==> src/rtl/issue_rat_pkg.sv <==
// Shared types for the rename-stage FGR controller: tag width default, tag type, FSM states.
package issue_rat_pkg;

  localparam int unsigned FGR_WIDTH_DEFAULT = 3;

  typedef logic [FGR_WIDTH_DEFAULT-1:0] fgr_t;

  typedef enum logic [0:0] {
    IDLE = 1'b0,
    WALK = 1'b1
  } fgr_ctrl_state_t;

endpackage

==> src/rtl/issue_rat_fgr_walker.sv <==
// Abandon-walk pointer and target registers, with age comparison relative to the queue head.
module issue_rat_fgr_walker
  import issue_rat_pkg::*;
#(
  parameter int unsigned FGR_WIDTH = FGR_WIDTH_DEFAULT
) (
  input  logic                 clk,
  input  logic                 reset,
  input  logic                 active,
  input  logic                 start,
  input  logic [FGR_WIDTH-1:0] start_target,
  input  logic [FGR_WIDTH-1:0] start_walk,
  input  logic [FGR_WIDTH-1:0] head,
  input  logic                 mispredict_valid,
  input  logic [FGR_WIDTH-1:0] resolve_fgr,
  output logic [FGR_WIDTH-1:0] walk,
  output logic [FGR_WIDTH-1:0] target,
  output logic                 resolve_older_c,
  output logic                 redirect_c,
  output logic                 done_c
);

  logic [FGR_WIDTH-1:0] res_off;
  logic [FGR_WIDTH-1:0] tgt_off;

  // Age is the distance from head; smaller distance means older.
  always_comb begin
    res_off         = resolve_fgr - head;
    tgt_off         = target - head;
    resolve_older_c = res_off < tgt_off;
    redirect_c      = active && mispredict_valid && resolve_older_c;
    done_c          = active && !redirect_c && (walk == target);
  end

  always_ff @(posedge clk) begin
    if (reset) begin
      walk   <= '0;
      target <= '0;
    end else if (start) begin
      walk   <= start_walk;
      target <= start_target;
    end else if (active) begin
      if (redirect_c) target <= resolve_fgr;
      if (!done_c)    walk   <= walk - FGR_WIDTH'(1);
    end
  end

endmodule

==> src/rtl/issue_rat_fgr_ctrl.sv <==
// FGR allocation/commit/abandon controller driving the rename free list in program order.
// Optional protocol error flag enabled by defining ISSUE_RAT_FGR_CTRL_ERRCHK_EN.
module issue_rat_fgr_ctrl
  import issue_rat_pkg::*;
#(
  parameter int unsigned FGR_WIDTH = FGR_WIDTH_DEFAULT
) (
  input  logic                 clk,
  input  logic                 reset,
  input  logic                 i_alloc_valid,
  output logic                 o_alloc_ready,
  output logic [FGR_WIDTH-1:0] o_alloc_fgr,
  output logic [FGR_WIDTH-1:0] o_cur_fgr,
  output logic                 o_cur_speculative,
  input  logic                 i_resolve_valid,
  input  logic [FGR_WIDTH-1:0] i_resolve_fgr,
  input  logic                 i_resolve_mispredict,
  output logic                 o_commit_valid,
  output logic [FGR_WIDTH-1:0] o_commit_fgr,
  output logic                 o_abandon_valid,
  output logic [FGR_WIDTH-1:0] o_abandon_fgr,
  output logic                 o_busy,
  output logic                 o_error
);

  localparam int unsigned PW    = FGR_WIDTH + 1;
  localparam int unsigned DEPTH = 1 << FGR_WIDTH;

  fgr_ctrl_state_t      state, state_d;
  logic [PW-1:0]        head, head_d, tail, tail_d;
  logic [DEPTH-1:0]     resolved_ok, resolved_ok_d;

  logic [FGR_WIDTH-1:0] head_low, res_off, walk, target, start_walk;
  logic [PW-1:0]        count, tail_alloc, tail_m1, tail_cur_m1, term_tail;
  logic                 empty, full, walking, res_live, res_done;
  logic                 alloc_fire, commit_fire, res_ok, mispredict, start;
  logic                 resolve_older_c, redirect_c, done_c;

  always_comb begin
    head_low    = head[FGR_WIDTH-1:0];
    count       = tail - head;
    empty       = head == tail;
    full        = (head_low == tail[FGR_WIDTH-1:0]) && (head[FGR_WIDTH] != tail[FGR_WIDTH]);
    walking     = state == WALK;
    res_off     = i_resolve_fgr - head_low;
    res_live    = {1'b0, res_off} < count;
    res_done    = resolved_ok[i_resolve_fgr];
    alloc_fire  = i_alloc_valid && o_alloc_ready;
    commit_fire = !empty && resolved_ok[head_low];
    tail_alloc  = tail + PW'(alloc_fire);
    tail_m1     = tail_alloc - PW'(1);
    start_walk  = tail_m1[FGR_WIDTH-1:0];
    mispredict  = i_resolve_valid && i_resolve_mispredict && !res_done;
    start       = !walking && mispredict && res_live;
    // During a walk only tags older than the target may still be recorded.
    res_ok      = i_resolve_valid && !i_resolve_mispredict && res_live &&
                  (!walking || resolve_older_c);
    term_tail   = head + PW'(target - head_low);
    tail_cur_m1 = tail - PW'(1);
  end

  issue_rat_fgr_walker #(.FGR_WIDTH(FGR_WIDTH)) u_walker (
    .clk              (clk),
    .reset            (reset),
    .active           (walking),
    .start            (start),
    .start_target     (i_resolve_fgr),
    .start_walk       (start_walk),
    .head             (head_low),
    .mispredict_valid (mispredict),
    .resolve_fgr      (i_resolve_fgr),
    .walk             (walk),
    .target           (target),
    .resolve_older_c  (resolve_older_c),
    .redirect_c       (redirect_c),
    .done_c           (done_c)
  );

  // Next-state: queue pointers, resolved bits and walk FSM.
  always_comb begin
    state_d       = state;
    head_d        = head + PW'(commit_fire);
    tail_d        = tail_alloc;
    resolved_ok_d = resolved_ok;
    if (res_ok)     resolved_ok_d[i_resolve_fgr]         = 1'b1;
    if (alloc_fire) resolved_ok_d[tail[FGR_WIDTH-1:0]]   = 1'b0;
    case (state)
      IDLE: if (start) state_d = WALK;
      WALK: begin
        if (done_c) begin
          state_d = IDLE;
          tail_d  = term_tail;
        end
      end
      default: state_d = IDLE;
    endcase
  end

  always_ff @(posedge clk) begin
    if (reset) begin
      state       <= IDLE;
      head        <= '0;
      tail        <= '0;
      resolved_ok <= '0;
    end else begin
      state       <= state_d;
      head        <= head_d;
      tail        <= tail_d;
      resolved_ok <= resolved_ok_d;
    end
  end

`ifdef ISSUE_RAT_FGR_CTRL_ERRCHK_EN
  logic error_q;
  logic error_d;

  always_comb begin
    error_d = error_q;
    if (!walking && i_resolve_valid && !res_live) error_d = 1'b1;
    if (i_alloc_valid && !o_alloc_ready)          error_d = 1'b1;
    if (i_resolve_valid && res_live && res_done)  error_d = 1'b1;
  end

  always_ff @(posedge clk) begin
    if (reset) error_q <= 1'b0;
    else       error_q <= error_d;
  end

  assign o_error = error_q;
`else
  assign o_error = 1'b0;
`endif

  // Outputs decode registered state only.
  assign o_alloc_ready     = !walking && !full;
  assign o_alloc_fgr       = tail[FGR_WIDTH-1:0];
  assign o_cur_fgr         = empty ? '0 : tail_cur_m1[FGR_WIDTH-1:0];
  assign o_cur_speculative = !empty;
  assign o_commit_valid    = commit_fire;
  assign o_commit_fgr      = commit_fire ? head_low : '0;
  assign o_abandon_valid   = walking;
  assign o_abandon_fgr     = walking ? walk : '0;
  assign o_busy            = walking;

endmodule

==> config.mk <==
export PLATFORM = sky130hd
export DESIGN_NAME = issue_rat_fgr_ctrl
export DESIGN_NICKNAME = d
export VERILOG_FILES = /design/src/rtl/issue_rat_pkg.sv /design/src/rtl/issue_rat_fgr_walker.sv /design/src/rtl/issue_rat_fgr_ctrl.sv
export SDC_FILE = /design/constraint.sdc
export NUM_CORES = 1
export LEC_CHECK = 0
export BUFFER_PORTS_ARGS = -buffer_cell sky130_fd_sc_hd__buf_2
export CORE_ASPECT_RATIO = 2
export CORE_MARGIN = 1
export CORE_UTILIZATION = 45
export CTS_CLUSTER_DIAMETER = 60
export CTS_CLUSTER_SIZE = 8
export DETAILED_ROUTE_END_ITERATION = 8
export PLACE_DENSITY = 0.68
export REMOVE_ABC_BUFFERS = 1
export SYNTH_ARGS = -nofsm -noshare
export SYNTH_HDL_FRONTEND = slang
export SYNTH_SLANG_ARGS = --single-unit
export TNS_END_PERCENT = 20
==> constraint.sdc <==
create_clock -name clk -period 3.7 [get_ports clk]
set_clock_uncertainty 0.1 [all_clocks]
set_input_delay 0.185 -clock clk [delete_from_list [all_inputs] [get_ports clk]]
set_output_delay 0.185 -clock clk [all_outputs]
set_load 0.01 [all_outputs]
## Word level (Yosys, flattened, before mapping)

Index checks and enable logic that the tools add are counted.

| cells by class | value |
|---|---|
| mux-type cells | 24 |
| equality and inequality tests | 5 |
| add/subtract/negate cells | 10 |
| reductions and logical operators | 28 |
| order comparisons | 7 |
| bitwise operators | 4 |

Operators by type and width:

| cell | number |
|---|---|
| $mux W3 | 9 |
| $logic_and A1 B1 Y1 | 17 |
| $mux W8 | 2 |
| $lt A3 B4 Y1 const B | 3 |
| $sub A3 B1 Y3 const B | 3 |
| $add A4 B1 Y4 | 2 |
| $and A8 B8 Y8 | 1 |
| $mux W4 | 2 |
| $not A8 Y8 | 1 |
| $or A8 B8 Y8 | 1 |
| $bmux W1 S3 | 2 |
| $demux W1 S3 | 2 |
| $eq A3 B3 Y1 | 2 |
| $ge A3 B1 Y1 const B | 2 |
| $logic_not A1 Y1 | 6 |
| $mux W1 | 6 |
| $sub A3 B3 Y3 | 2 |
| $add A4 B4 Y4 | 1 |
| $eq A4 B4 Y1 | 1 |
| $lt A3 B4 Y1 | 1 |
| $reduce_and A2 Y1 | 2 |
| $reduce_bool A2 Y1 | 2 |
| $sub A3 B3 Y4 | 1 |
| $sub A4 B4 Y4 | 1 |
| 6 further kinds | 6 |

| storage, ports and cells | value |
|---|---|
| bits in registers | 23 |
| input bits | 8 |

## Longest topological paths before layout

| logic depth | value |
|---|---|
| word-level depth | 12 |
| mapped depth | 18 |
| depth with buffers taken out | 17 |

## Hierarchy

A second synthesis with hierarchy kept.

| second synthesis, totals | value |
|---|---|
| cells, all modules | 259 |
| area total of the unflattened synthesis | 2,197.1 µm² |

By module, submodules not included:

| module | instances | area an instance (µm²) | cells each |
|---|---|---|---|
| issue_rat_fgr_ctrl | 1 | 1,605.3 | 189 |
| issue_rat_fgr_walker | 1 | 591.8 | 70 |

## Worst setup path after synthesis

No wires, ideal clock.

| path | value |
|---|---|
| kind | input to register |
| from | in i_resolve_fgr[0] |
| to | reg u_walker.walk[2] |
| required time | 3,462 ps |
| arrival | 3,551 ps |
| stages | 18 |
| path buffers | 1 |
| slack | -89 ps |
| cells stage by stage | buf_2 > inv_1 > ha_1 > fa_1 > xnor2_1 > xnor2_1 > ha_1 > a21o_1 > a311oi_1 > nor3_1 > nor2_2 > mux2i_1 > ha_1 > inv_1 > a311oi_1 > nor2_1 > a22oi_1 > o221ai_1 |

| on the way | value |
|---|---|
| longest elaborated chain between the ends | 11 |
| elaborated cells on any way between the ends | 18 |
| those cells by class | add/sub: 1; order compare: 2; eq/ne: 1; mux: 3; reduce/logical: 11 |

RTL lines:

| element | line | text |
|---|---|---|
| start: declaration | issue_rat_fgr_ctrl.sv:16 | `input logic [FGR_WIDTH-1:0] i_resolve_fgr,` |
| branches (longest 11 deep; another with $sub A3 B3 Y3) | - |  |
| end signal: assignment | issue_rat_fgr_walker.sv:40 | `walk <= start_walk;` |
| end signal: assignment | issue_rat_fgr_walker.sv:44 | `if (!done_c) walk <= walk - FGR_WIDTH'(1);` |
| end: declaration | issue_rat_fgr_walker.sv:16 | `output logic [FGR_WIDTH-1:0] walk,` |

Parallel ways; which one is timed is not known. The select of a mux whose other input is x is not followed.
A chain may end at the register's enable or synchronous reset.

## Final worst setup path

| path | value |
|---|---|
| from | reg head[0] |
| to | reg u_walker.walk[2] |

| on the way | value |
|---|---|
| longest elaborated chain between the ends | 8 |
| elaborated cells on any way between the ends | 21 |
| those cells by class | add/sub: 5; order compare: 2; eq/ne: 2; mux: 1; reduce/logical: 11 |

RTL lines:

| element | line | text |
|---|---|---|
| start: declaration | issue_rat_fgr_ctrl.sv:30 | `logic [PW-1:0] head, head_d, tail, tail_d;` |
| start signal: assignment | issue_rat_fgr_ctrl.sv:102 | `head <= '0;` |
| start signal: assignment | issue_rat_fgr_ctrl.sv:107 | `head <= head_d;` |
| $eq A3 B3 Y1 (tied with other cells) | issue_rat_fgr_ctrl.sv:43 | `full = (head_low == tail[FGR_WIDTH-1:0]) && (head[FGR_WIDTH] != tail[FGR_WIDTH]);` |
| $logic_and A1 B1 Y1 or $lt A3 B3 Y1 (tied branches) | issue_rat_fgr_ctrl.sv:43, issue_rat_fgr_walker.sv:30 |  |
| $logic_not A1 Y1 or $logic_and A1 B1 Y1 (tied branches) | issue_rat_fgr_ctrl.sv:135, issue_rat_fgr_walker.sv:31 |  |
| $logic_and A1 B1 Y1 or $logic_not A1 Y1 (tied branches) | issue_rat_fgr_ctrl.sv:135, issue_rat_fgr_walker.sv:32 |  |
| $logic_and A1 B1 Y1, on equally long branches | issue_rat_fgr_ctrl.sv:48, issue_rat_fgr_walker.sv:32 |  |
| $add A4 B1 Y4 or $logic_and A1 B1 Y1 (tied branches) | issue_rat_fgr_ctrl.sv:50, issue_rat_fgr_walker.sv:32 |  |
| $sub A3 B1 Y3 or $ne A2 B2 Y1 (tied branches) | - |  |
| $mux W3 or $reduce_and A2 Y1 (tied branches) | - |  |

Several ways; a longest one is shown, not always the timed one.

==> results.toml <==
[status]
status = "finished with violations"
violations = "negative setup slack"

[timing]
min_period_over_period = 1.03
setup_viol = 1
hold_violations = 0
finalMaxSlewViolations = 0
layout_setup_ws_ps = -94.1
min_period_ps = 3790
worst_pin_slew_ps = 514
fmax_mhz = 264
relSlewSlack = 0.657
rsz0062_at_grt = "true"

[logic_synthesis]
yosysSeqAreaShare = 0.230
syn-instance-count = 229
syn_area_mm2 = 0.00200
synthArstFlopShare = 0
synth-seq-cells = 23
post_synth.cell_area_avg_um2 = 8.74
yosysWarnings = 0
synth-edff-count = 0
ys_types = 50
yosys_most_used_dff = "dfxtp_1"

[routing]
wl_um = 5420
wl_per_cell_um = 16.9
drcViolationCount = 0
drtIter0Drc = 50
vias = 1841
first_pass_iters = 4
viasPerCell = 5.75
ant_nets = 0

[floorplanning]
start_util = 0.466
row_count = 34
core-area_mm2 = 0.00430
die_x_um = 49.2
ios = 26
die_h_um = 96.3
die_area_mm2 = 0.00473

[clock_network]
path_clk_slew_ps = 80
cts_buffer_depth = 2
cts_tree = "done"
clock_latency_ps = 270
cts_made_buffers = 3
cts-root-buf = "clkbuf_8"
htree_num_levels = 1
cts_sinks = 23

[grt]
grt_max_degree = 29
grt_pass1_wl_um = 8450
overflow = 0
grt_pass1_vias = 1781
antenna_found_initial = 0
gr-usage-all-layers = 0.238

[power]
power_leakage_nw = 1.03
vdd_drop_max_uv = 397
power_density_mw_per_mm2 = 442

[setup_path]
crit_start = "head[0]$_SDFF_PP0_"
crit_path_top_delay_cell = "fa_2"
start_kind = "register"
crit_family = "adder cells"
worstSetupPathType = "reg -> reg"
cp-end-kind = "register"
cp.required_ps = 3740
critPathMaxFanout = 4
slowest_delay_ps = 390
r2r-start = "head[0]$_SDFF_PP0_"
crit_buf_inv = 1
crit_arrival_ps = 3840
crit_chain = "ha_4 -> fa_2 -> xnor2_2 -> xnor2_1 -> ha_1 -> a21o_1 -> a311oi_2 -> nor3_2 -> nor2_2 -> mux2i_1 -> ha_2 -> inv_2 -> a311oi_4 -> nor2_1 -> a22oi_1 -> o221ai_1"

[cells_and_area]
layout_common_cells = "24 x nor2_1, 24 x buf_2, 24 x buf_4"
antenna_cells = 0
multi_input_area_mm2 = 0.00144
fin_nets = 297
nFillCells = 426
drive_gt1_frac = 0.274
final_cell_area_mm2 = 0.00239
areaGrowthSynthToFinish_pct = 19.3
final-seq-area_um2 = 464

[placement]
postPlaceCellArea_mm2 = 0.00225
gp_congestion = 0.908
dp_hpwl_um = 4260
place_ws_ps = -170
port_buffers = 24

[min_path]
hp-start = "i_resolve_fgr[2]"
hold_class = "in -> reg"

[flow_run]
drv_cap = 0
power by group:
part | leakage, nW | internal (mW) | switching [mW]
clock | 0.0228 | 0.0773 | 0.0870
sequential | 0.187 | 0.273 | 0.0295
combinational | 0.824 | 0.264 | 0.325
total | 1.03 | 0.614 | 0.441
cell families after synthesis:
group / Yosys count / synth area share
simple gates: 63 / 0.161
xor+xnor: 21 / 0.0919
mux: 14 / 0.0807
compound gates: 51 / 0.208
other cells: 1 / 0.00187
flops: 23 / 0.230
fa+ha+maj: 22 / 0.149
buf+inv: 34 / 0.0782
state kept, by name (all words and copies together) (netlist names):
signal / cells
head: 4
o_abandon_valid: 1
resolved_ok: 8
tail: 4
u_walker.target: 3
u_walker.walk: 3
tightest hold or removal path: cells and delay by family:
family | cells | cell delay (ps)
AND/OR/NAND/NOR | 1 | 100
buffers and inverters | 1 | 170
multiplexers | 1 | 60
layer usage:
| metal | wire length, um | share of wire | track usage |
|---|---|---|---|
| met5 | 0 | 0 | 0 |
| met4 | 191 | 0.035 | 0.125 |
| met3 | 218 | 0.040 | 0.0237 |
| met2 | 3160 | 0.58 | 0.483 |
| met1 | 1860 | 0.34 | 0.227 |
cell usage after synthesis, types with 2 or more instances:
master | number | area (um^2)
mux2i_1 | 9 | 90.1
nand2_1 | 7 | 26.3
fa_1 | 3 | 60.1
a41oi_1 | 6 | 52.6
and2_1 | 3 | 18.8
xor2_1 | 6 | 52.6
a211oi_1 | 7 | 52.6
and3_1 | 3 | 18.8
buf_4 | 5 | 37.5
a21o_1 | 4 | 30.0
buf_2 | 2 | 10.0
clkbuf_1 | 7 | 26.3
a31oi_1 | 5 | 31.3
a41o_1 | 2 | 20.0
dfxtp_1 | 23 | 460
nand3_1 | 3 | 15.0
inv_1 | 19 | 71.3
nor2b_1 | 6 | 37.5
o21a_1 | 2 | 15.0
xnor2_1 | 15 | 131
a311oi_1 | 7 | 61.3
a21oi_1 | 5 | 25.0
ha_1 | 19 | 238
nand2b_1 | 9 | 56.3
nor2_1 | 24 | 90.1
nor3_1 | 2 | 10.0
mux2_2 | 3 | 33.8
final timing paths:
kind                                                   endpoint  slack, ps  depth (start not counted)
worst max-delay path              u_walker.walk[2]$_SDFFE_PP0P_        -90                         16
worst min-delay path            u_walker.target[2]$_SDFFE_PP0P_        180                          3
worst max register to register    u_walker.walk[2]$_SDFFE_PP0P_        -90                         16
worst min register to register  u_walker.target[0]$_SDFFE_PP0P_        430                          2
through the flow:
| step | hold WS [ps] | util | power, mW | std cells | TNS (ps) |
|---|---|---|---|---|---|
| after global routing | 206 | 0.555 | 1.12 | 320 | -265 |
| after CTS | 178 | 0.540 | 1.02 | 317 | 0 |
| after global placement | 399 | 0.523 | 0.834 | 311 | -49.3 |
| after floorplan | 150 | - | 0.644 | 214 | -36.9 |
| final | 183 | 0.555 | 1.06 | 320 | -94.1 |
| after detailed placement | 419 | 0.523 | 0.840 | 311 | -170 |
layout make-up:
type,instances,share of cell area
flip-flops and latches,23,0.195
clock buffers,4,0.0189
multi-input cells,172,0.603
well taps,54,0.0283
inverters,19,0.0299
repair buffers,48,0.126
timing repair:
action | in CTS | in global routing
pin swaps | 4 | 12
endpoints found under the setup margin | 1 | 1
hold buffers | 0 | 0
buffers inserted | 2 | 3
gates resized for setup | 2 | 10
Note: power is estimated with default switching activity, not from simulation.
